File: config.mk
export PLATFORM = sky130hd
export DESIGN_NAME = vgg_stage_sequencer
export DESIGN_NICKNAME = d
export VERILOG_FILES = /design/src/rtl/vgg_stage_sequencer.sv
export SDC_FILE = /design/constraint.sdc
export NUM_CORES = 1
export LEC_CHECK = 0
export CORE_MARGIN = 10
export CORE_UTILIZATION = 39
export CTS_CLUSTER_SIZE = 16
export DETAILED_ROUTE_END_ITERATION = 16
export SKIP_CTS_REPAIR_TIMING = 1
export SYNTH_ARGS = -nofsm -noshare
export SYNTH_HDL_FRONTEND = slang
export SYNTH_SLANG_ARGS = --single-unit
File: constraint.sdc
create_clock -name clk -period 5.1 [get_ports clk]
set_input_delay 1.275 -clock clk [delete_from_list [all_inputs] [get_ports clk]]
set_output_delay 1.275 -clock clk [all_outputs]
set_load 0.02 [all_outputs]
File: src/rtl/vgg_stage_sequencer.sv
// rtl/vgg_stage_sequencer.sv - launches enabled network stages in order for each requested frame
// Pending requests are only a count; the stage mask is captured when a frame actually starts.
module vgg_stage_sequencer #(
   parameter int NUM_STAGES      = 6,
   parameter int TIMEOUT_CYCLES  = 1048576,
   parameter int QUEUE_DEPTH     = 2,
   parameter int FRAME_CNT_WIDTH = 16,
   localparam int STAGE_W = (NUM_STAGES > 1) ? $clog2(NUM_STAGES) : 1,
   localparam int QUEUE_W = $clog2(QUEUE_DEPTH + 1),
   localparam int TIMER_W = (TIMEOUT_CYCLES > 1) ? $clog2(TIMEOUT_CYCLES) : 1
) (
   input  logic                       clk,
   input  logic                       rst_n,
   input  logic                       i_valid,
   input  logic [NUM_STAGES-1:0]      i_stage_enable,
   input  logic [NUM_STAGES-1:0]      i_stage_done,
   input  logic                       i_clear,
   output logic [NUM_STAGES-1:0]      o_stage_start,
   output logic                       o_valid,
   output logic                       o_busy,
   output logic                       o_error,
   output logic [STAGE_W-1:0]         o_err_stage,
   output logic [STAGE_W-1:0]         o_cur_stage,
   output logic [QUEUE_W-1:0]         o_queue_cnt,
   output logic                       o_drop,
   output logic [FRAME_CNT_WIDTH-1:0] o_frame_cnt
);

   typedef enum logic [1:0] {S_IDLE, S_LAUNCH, S_WAIT, S_ERROR} state_t;

   localparam logic [TIMER_W-1:0] TIMER_LAST = TIMER_W'(TIMEOUT_CYCLES - 1);
   localparam logic [QUEUE_W-1:0] QUEUE_FULL = QUEUE_W'(QUEUE_DEPTH);

   state_t                     state, state_nx;
   logic [NUM_STAGES-1:0]      mask, mask_nx;
   logic [TIMER_W-1:0]         timer, timer_nx;
   logic [STAGE_W-1:0]         cur_nx, err_stage_nx;
   logic [QUEUE_W-1:0]         queue_nx;
   logic [FRAME_CNT_WIDTH-1:0] frame_nx;
   logic                       error_nx, complete_nx, drop_nx, busy_nx;
   logic [NUM_STAGES-1:0]      start_nx;

   logic                       lo_found, hi_found;
   logic [STAGE_W-1:0]         lo_idx, hi_idx;

   // lo: first stage of a new frame (from the live mask); hi: next stage above the current one
   always_comb begin
      lo_found = 1'b0;
      lo_idx   = '0;
      hi_found = 1'b0;
      hi_idx   = '0;
      for (int i = NUM_STAGES - 1; i >= 0; i--) begin
         if (i_stage_enable[i]) begin
            lo_found = 1'b1;
            lo_idx   = STAGE_W'(i);
         end
         if (mask[i] && (STAGE_W'(i) > o_cur_stage)) begin
            hi_found = 1'b1;
            hi_idx   = STAGE_W'(i);
         end
      end
   end

   always_ff @(posedge clk) begin
      if (!rst_n) begin
         state         <= S_IDLE;
         mask          <= '0;
         timer         <= '0;
         o_stage_start <= '0;
         o_valid       <= 1'b0;
         o_busy        <= 1'b0;
         o_error       <= 1'b0;
         o_err_stage   <= '0;
         o_cur_stage   <= '0;
         o_queue_cnt   <= '0;
         o_drop        <= 1'b0;
         o_frame_cnt   <= '0;
      end else begin
         state         <= state_nx;
         mask          <= mask_nx;
         timer         <= timer_nx;
         o_stage_start <= start_nx;
         o_valid       <= complete_nx;
         o_busy        <= busy_nx;
         o_error       <= error_nx;
         o_err_stage   <= err_stage_nx;
         o_cur_stage   <= cur_nx;
         o_queue_cnt   <= queue_nx;
         o_drop        <= drop_nx;
         o_frame_cnt   <= frame_nx;
      end
   end

   always_comb begin
      state_nx     = state;
      mask_nx      = mask;
      timer_nx     = timer;
      cur_nx       = o_cur_stage;
      err_stage_nx = o_err_stage;
      queue_nx     = o_queue_cnt;
      error_nx     = o_error;
      complete_nx  = 1'b0;
      drop_nx      = 1'b0;
      case (state)
         S_IDLE: begin
            if ((o_queue_cnt != '0) || i_valid) begin
               // a live request arriving alongside a queued one takes its queue slot
               if ((o_queue_cnt != '0) && !i_valid)
                  queue_nx = o_queue_cnt - QUEUE_W'(1);
               mask_nx = i_stage_enable;
               if (lo_found) begin
                  state_nx = S_LAUNCH;
                  cur_nx   = lo_idx;
               end else begin
                  complete_nx = 1'b1;
               end
            end
         end
         S_LAUNCH, S_WAIT: begin
            if (i_valid) begin
               if (o_queue_cnt == QUEUE_FULL)
                  drop_nx = 1'b1;
               else
                  queue_nx = o_queue_cnt + QUEUE_W'(1);
            end
            if (state == S_LAUNCH) begin
               timer_nx = '0;
               state_nx = S_WAIT;
            end else if (i_stage_done[o_cur_stage]) begin
               if (hi_found) begin
                  state_nx = S_LAUNCH;
                  cur_nx   = hi_idx;
               end else begin
                  state_nx    = S_IDLE;
                  complete_nx = 1'b1;
               end
            end else if (timer == TIMER_LAST) begin
               state_nx     = S_ERROR;
               error_nx     = 1'b1;
               err_stage_nx = o_cur_stage;
            end else begin
               timer_nx = timer + TIMER_W'(1);
            end
         end
         S_ERROR: begin
            drop_nx = i_valid;
            if (i_clear) begin
               queue_nx = '0;
               error_nx = 1'b0;
               state_nx = S_IDLE;
            end
         end
         default: state_nx = S_IDLE;
      endcase
      frame_nx = complete_nx ? (o_frame_cnt + FRAME_CNT_WIDTH'(1)) : o_frame_cnt;
   end

   always_comb begin
      start_nx = '0;
      if (state_nx == S_LAUNCH)
         start_nx = NUM_STAGES'(1) << cur_nx;
      busy_nx = (state_nx != S_IDLE);
   end

endmodule

==> reports/qor.yml <==
grt:
  grt_max_degree: 33
  grt_overflow: 0
  grt_first_pass_wirelength_microns: 12940
  grt_pass1_vias: 2717
  gr-usage-all-layers: 0.1343
  antenna_found_initial: 0
placement:
  dp_slack_ps: 1074
  dp.cells: 525
  io_buffer_count: 49
  gp_congestion: 0.8037
  place_area_sq_um: 3694
  dpl.hpwl_microns: 5541
floorplan:
  initial_core_util: 0.4043
  fp.dieW_microns: 109.7
  io_pins: 50
  fp.dieArea_sq_um: 12040
  core_sq_um: 7767
  num_rows: 32
  die_height_microns: 109.7
setup_path:
  start_kind: "input pin"
  slowest_delay_ps: 550
  crit_fanout: 10
  r2r-start: "o_cur_stage[0]"
  rr_worst_depth: 8
  crit_type: "input pin to register"
  reg2reg_to: "timer[14]"
  critical_path.startpoint: "i_stage_done[2]"
  cp_slowest_cell: "or4_1"
  crit_buf_inv: 2
  cp.required_ps: 5370
  rrSetupSlack_ps: 2150
  crit_family: "simple AND/OR/NAND/NOR gates"
  path_cells: "clkdlybuf4s50_1 -> mux2_4 -> a222oi_1 -> buf_4 -> o41a_2 -> o21ai_4 -> or4_1 -> or3_1 -> a21oi_1"
  cp-end-kind: "register"
  worst-endpoint-arrival_ps: 3970
clock_network:
  clk_pin_slew_worst_paths_ps: 80
  cts.sinks: 61
  clock_latency_ps: 340
  cts_root_buffer: "clkbuf_8"
  clockBufferDepth: 2
  htree_levels: 3
  cts_made_buffers: 9
  tritoncts: "yes"
status:
  run_status: "complete, no violations"
synth:
  yosys.area.top_type: "dfxtp_1"
  ys_async_sr_fraction: 0
  yosysWarnings: 0
  yosysUniqueCellTypes: 52
  synth_fp_nets: 411
  yosysTopAreaCellShare: 0.3888
  netlist_top_cells_count: "nor2_1 (66), dfxtp_1 (61), nand2_1 (28)"
  synth_compound_area_frac: 0.1570
  synth-xor-area-share: 0.06693
  synth_most_common_cell: "nor2_1"
  synth_fa_ha_area_frac: 0.01992
  synthTopCellsByArea: "dfxtp_1 (39%), nor2_1 (7.9%), xnor2_1 (5.3%), a21oi_1 (3.5%), nand2_1 (3.3%)"
  muxShareOfSynthArea: 0.03745
  synth_area_sq_um: 3141
  synth-edff-count: 0
  ys_ff_latch: 61
  synth_simple_gate_area_frac: 0.2817
  synth_top_family_by_area: "simple AND/OR/NAND/NOR gates"
  syn-instance-count: 390
  ys.flop_type: "dfxtp_1"
  syn_area_per_cell_sq_um: 8.053
  ys_seq_area_frac: 0.3888
routing:
  m1WireLength_microns: 3641
  finalWirelength_microns: 7706
  dr_wl_met2_microns: 3334
  met3_wirelength_microns: 622
  antenna_left: 0
  wire_per_inst_microns: 14.24
  drtPass1Iterations: 5
  drc_errors: 0
  dr_total_vias: 2860
  top_layer: "met4"
  drt_iter0_drc: 123
  vias_per_cell: 5.287
power:
  leakage_nw: 1.340
  ir_drop_mv: 0.1471
  power_density_nw_per_um2: 397.3
sta:
  drv_slew: 0
  finalWorstSetupSlack_ps: 1400
  fmax_mhz: 270.3
  min_period_over_period: 0.7255
  period_needed_ps: 3700
  setup-tns-final_ps: 0
  tightest_slew_ps: 699.8
  skew_ps: 8.193
  slew_headroom: 0.5214
  grt_setup_unrepaired: "no"
  hold_violations: 0
  setup-violations-final: 0
run:
  cap_viol_max_count: 0
worst_hold_path:
  worstHoldStart: "o_frame_cnt[15]"
  hold_class: "register to register"
  holdPathEnd: "o_frame_cnt[15]"
  hold_depth: 2
layout:
  area_delta_synth_final_pct: 24.50
  antenna_cells: 0
  stdcell_count: 541
  num-nets-final: 455
  design_area_sq_um: 3910
  drive_above_1_share: 0.06150
## how the worst max path moves through the flow
stage           endpoint  slack, ps  cells past startpoint
6_report       timer[14]       1400                      9
5_1_grt        timer[14]       1210                      9
4_1_cts        timer[14]       1430                      9
3_5_place_dp   timer[14]       1070                      9
3_3_place_gp   timer[18]       1130                      9
2_1_floorplan  timer[14]       1720                     10
## per-layer routing
metal	global-route usage	up-vias
li1	-	1469
met1	0.1682	1307
met2	0.2032	74
met3	0.04857	10
met4	0.05855	0
met5	0	-
## per-stage QoR
step	total power, mW	util	hold WS, ps
after floorplan	0.9418	-	458.7
after global placement	1.080	0.4755	461.3
after detailed placement	1.082	0.4755	467.7
after CTS	1.562	0.5034	482.4
after global routing	1.651	0.5034	514.0
final	1.554	0.5034	476.3
## power by group
group | leakage (nW) | internal [mW] | switching (mW)
Combinational | 0.742 | 0.209 | 0.301
Clock | 0.104 | 0.277 | 0.201
Sequential | 0.494 | 0.516 | 0.0488
## layout make-up
class | count | area, sq um
Timing Repair Buffer | 53 | 520.5
Multi-Input combinational cell | 294 | 1768
Fill cell | 760 | 3857
Clock inverter | 5 | 85.08
Inverter | 15 | 56.30
Sequential cell | 61 | 1221
Clock buffer | 11 | 131.4
Tap cell | 102 | 127.6
## layout by cell type, fill, tap and decap left out, drive strengths merged, types with 6 or more instances in the layout
cell,instances
nand4,9
nor3,16
nand2,28
nand2b,6
dfxtp,61
xnor2,19
nand3,15
mux2i,8
clkbuf,11
o21ai,19
nor2b,6
clkdlybuf4s50,49
a21oi,22
inv,14
or3,7
nor4,6
nor2,66
## tightest hold or removal path: stages (launching register included)
cell and delay (ps):
dfxtp_1 320, nand2_1 60, mux2i_1 60
## state kept, by name (all words and copies together), names as in the netlist
signal	cells
state	2
o_busy	1
o_queue_cnt	2
o_err_stage	3
o_frame_cnt	16
o_error	1
o_valid	1
o_cur_stage	3
mask	5
o_drop	1
timer	20
o_stage_start	6
## logic make-up (layout without fill, tap and decap cells)
| family | Yosys count | after routing |
|---|---|---|
| fa+ha+maj | 5 | 5 |
| buf+inv | 35 | 84 |
| compound gates | 74 | 74 |
| simple gates | 180 | 180 |
| mux | 11 | 11 |
| xor+xnor | 24 | 24 |
| flops | 61 | 61 |
(Power assumes the default switching activity.)
==> RTL edit: new RTL, same settings <==
The parameter `TIMEOUT_CYCLES` goes from 1048576 to 2097152.
--- a/src/rtl/vgg_stage_sequencer.sv
+++ b/src/rtl/vgg_stage_sequencer.sv
@@ -3,5 +3,5 @@
 module vgg_stage_sequencer #(
    parameter int NUM_STAGES      = 6,
-   parameter int TIMEOUT_CYCLES  = 1048576,
+   parameter int TIMEOUT_CYCLES  = 2097152,
    parameter int QUEUE_DEPTH     = 2,
    parameter int FRAME_CNT_WIDTH = 16,
Check against the original RTL: no difference found for any inputs over 4 cycles, from zero or initial values and one cycle with rst_n low; that may be too few to reach the edited logic, so the function may still have changed.
==> RTL edit against the unedited design <==
Routed wire length grew 11%; critical endpoint is now o_frame_cnt[8]$_SDFFE_PN0P_; synthesized area grew 5.1%; design area grew 2.8%; setup slack gained 0.13 ns; power shrank 3.6%; sequential share of layout area shrank 0.35 points; sequential cell count grew 1; combinational power grew 1%.
==> RTL edit: results <==
set metrics [dict create \
    post-dp-hpwl_mm 6.13 \
    synth_nets 416 \
    fin_nets 457 \
    drive_above_1_share_pct 6.83 \
    holdCritStartpoint "timer[20]$_SDFFE_PN0P_" \
    synth_cells 395 \
    status "completed" \
    wl_per_cell_um 15.7 \
    biggestRegsByFlops "timer x21, o_frame_cnt x16, o_stage_start x6" \
    grt_pass1_wl_mm 14.4 \
    crit_arrival_ns 3.77 \
    synth_compound_area_share_pct 23.6 \
    wl_met2_mm 4.09 \
    muxShareOfSynthArea_pct 3.45 \
    routed_wirelength_mm 8.54 \
    ir_drop_mv 0.145 \
    netlist-cell-type-count 59 \
    synth_fa_ha_area_share_pct 1.90 \
    placedCellCount 530 \
    routabilityCongestion 0.826 \
    p_leak_nw 1.33 \
    ys_top_cells_by_area "dfxtp_1, nor2_1, a21oi_1" \
    place_area_mm2 0.00384 \
    r2r-end "o_frame_cnt[8]$_SDFFE_PN0P_" \
    met3_length_um 407 \
    r2r-start "state[0]$_SDFF_PN0_" \
]
RTL edit: cell types whose count changed in the layout (fill, tap and decap cells not counted), sizes merged, moves of 4 or more:
cell / change
a21oi: +12
and3: +7
nand2: -9
nand3: -4
nand4: +4
nor2: -20
nor3: -4
o211ai: +14
o31ai: +15
or4: +11
xnor2: -18
xor2: +6
RTL edit: area by class of cell:
type                       count  area [µm²]
tap                          105         131
clock buffer                  13         169
timing repair buffer          52         513
multi-input combinational    298        1910
fill                         814        4200
inverter                      13        48.8
sequential                    62        1240
clock inverter                 1        5.00
RTL edit: worst max-delay path by stage:
stage                      start                           to  slack (ns)  cells after the start
4_1_cts                  i_valid  o_frame_cnt[8]$_SDFFE_PN0P_        1.52                      8
3_5_place_dp             i_valid  o_frame_cnt[3]$_SDFFE_PN0P_        1.20                      8
6_report                 i_valid  o_frame_cnt[8]$_SDFFE_PN0P_        1.53                      8
2_1_floorplan  i_stage_enable[0]  o_frame_cnt[5]$_SDFFE_PN0P_        2.14                      6
5_1_grt                  i_valid  o_frame_cnt[0]$_SDFFE_PN0P_        1.27                      8
3_3_place_gp             i_valid  o_frame_cnt[0]$_SDFFE_PN0P_        1.33                      8
RTL edit: cells by family after synthesis:
group / after synthesis
compound gates: 111
xor+xnor: 12
fa+ha+maj: 5
buf+inv: 35
flops: 62
mux: 10
simple gates: 160
RTL edit: power by group:
part | total (mW) | leakage, nW | internal, mW | switching (mW)
clock network | 0.395 | 0.0914 | 0.211 | 0.184
registers | 0.585 | 0.502 | 0.527 | 0.0580
logic | 0.518 | 0.742 | 0.205 | 0.312
total | 1.50 | 1.33 | 0.943 | 0.555
RTL edit: routing by layer:
layer	up-vias	GRT usage, %
met2	56	21.7
met3	8	2.95
met5	-	0
met1	1473	16.6
li1	1563	-
met4	0	4.74
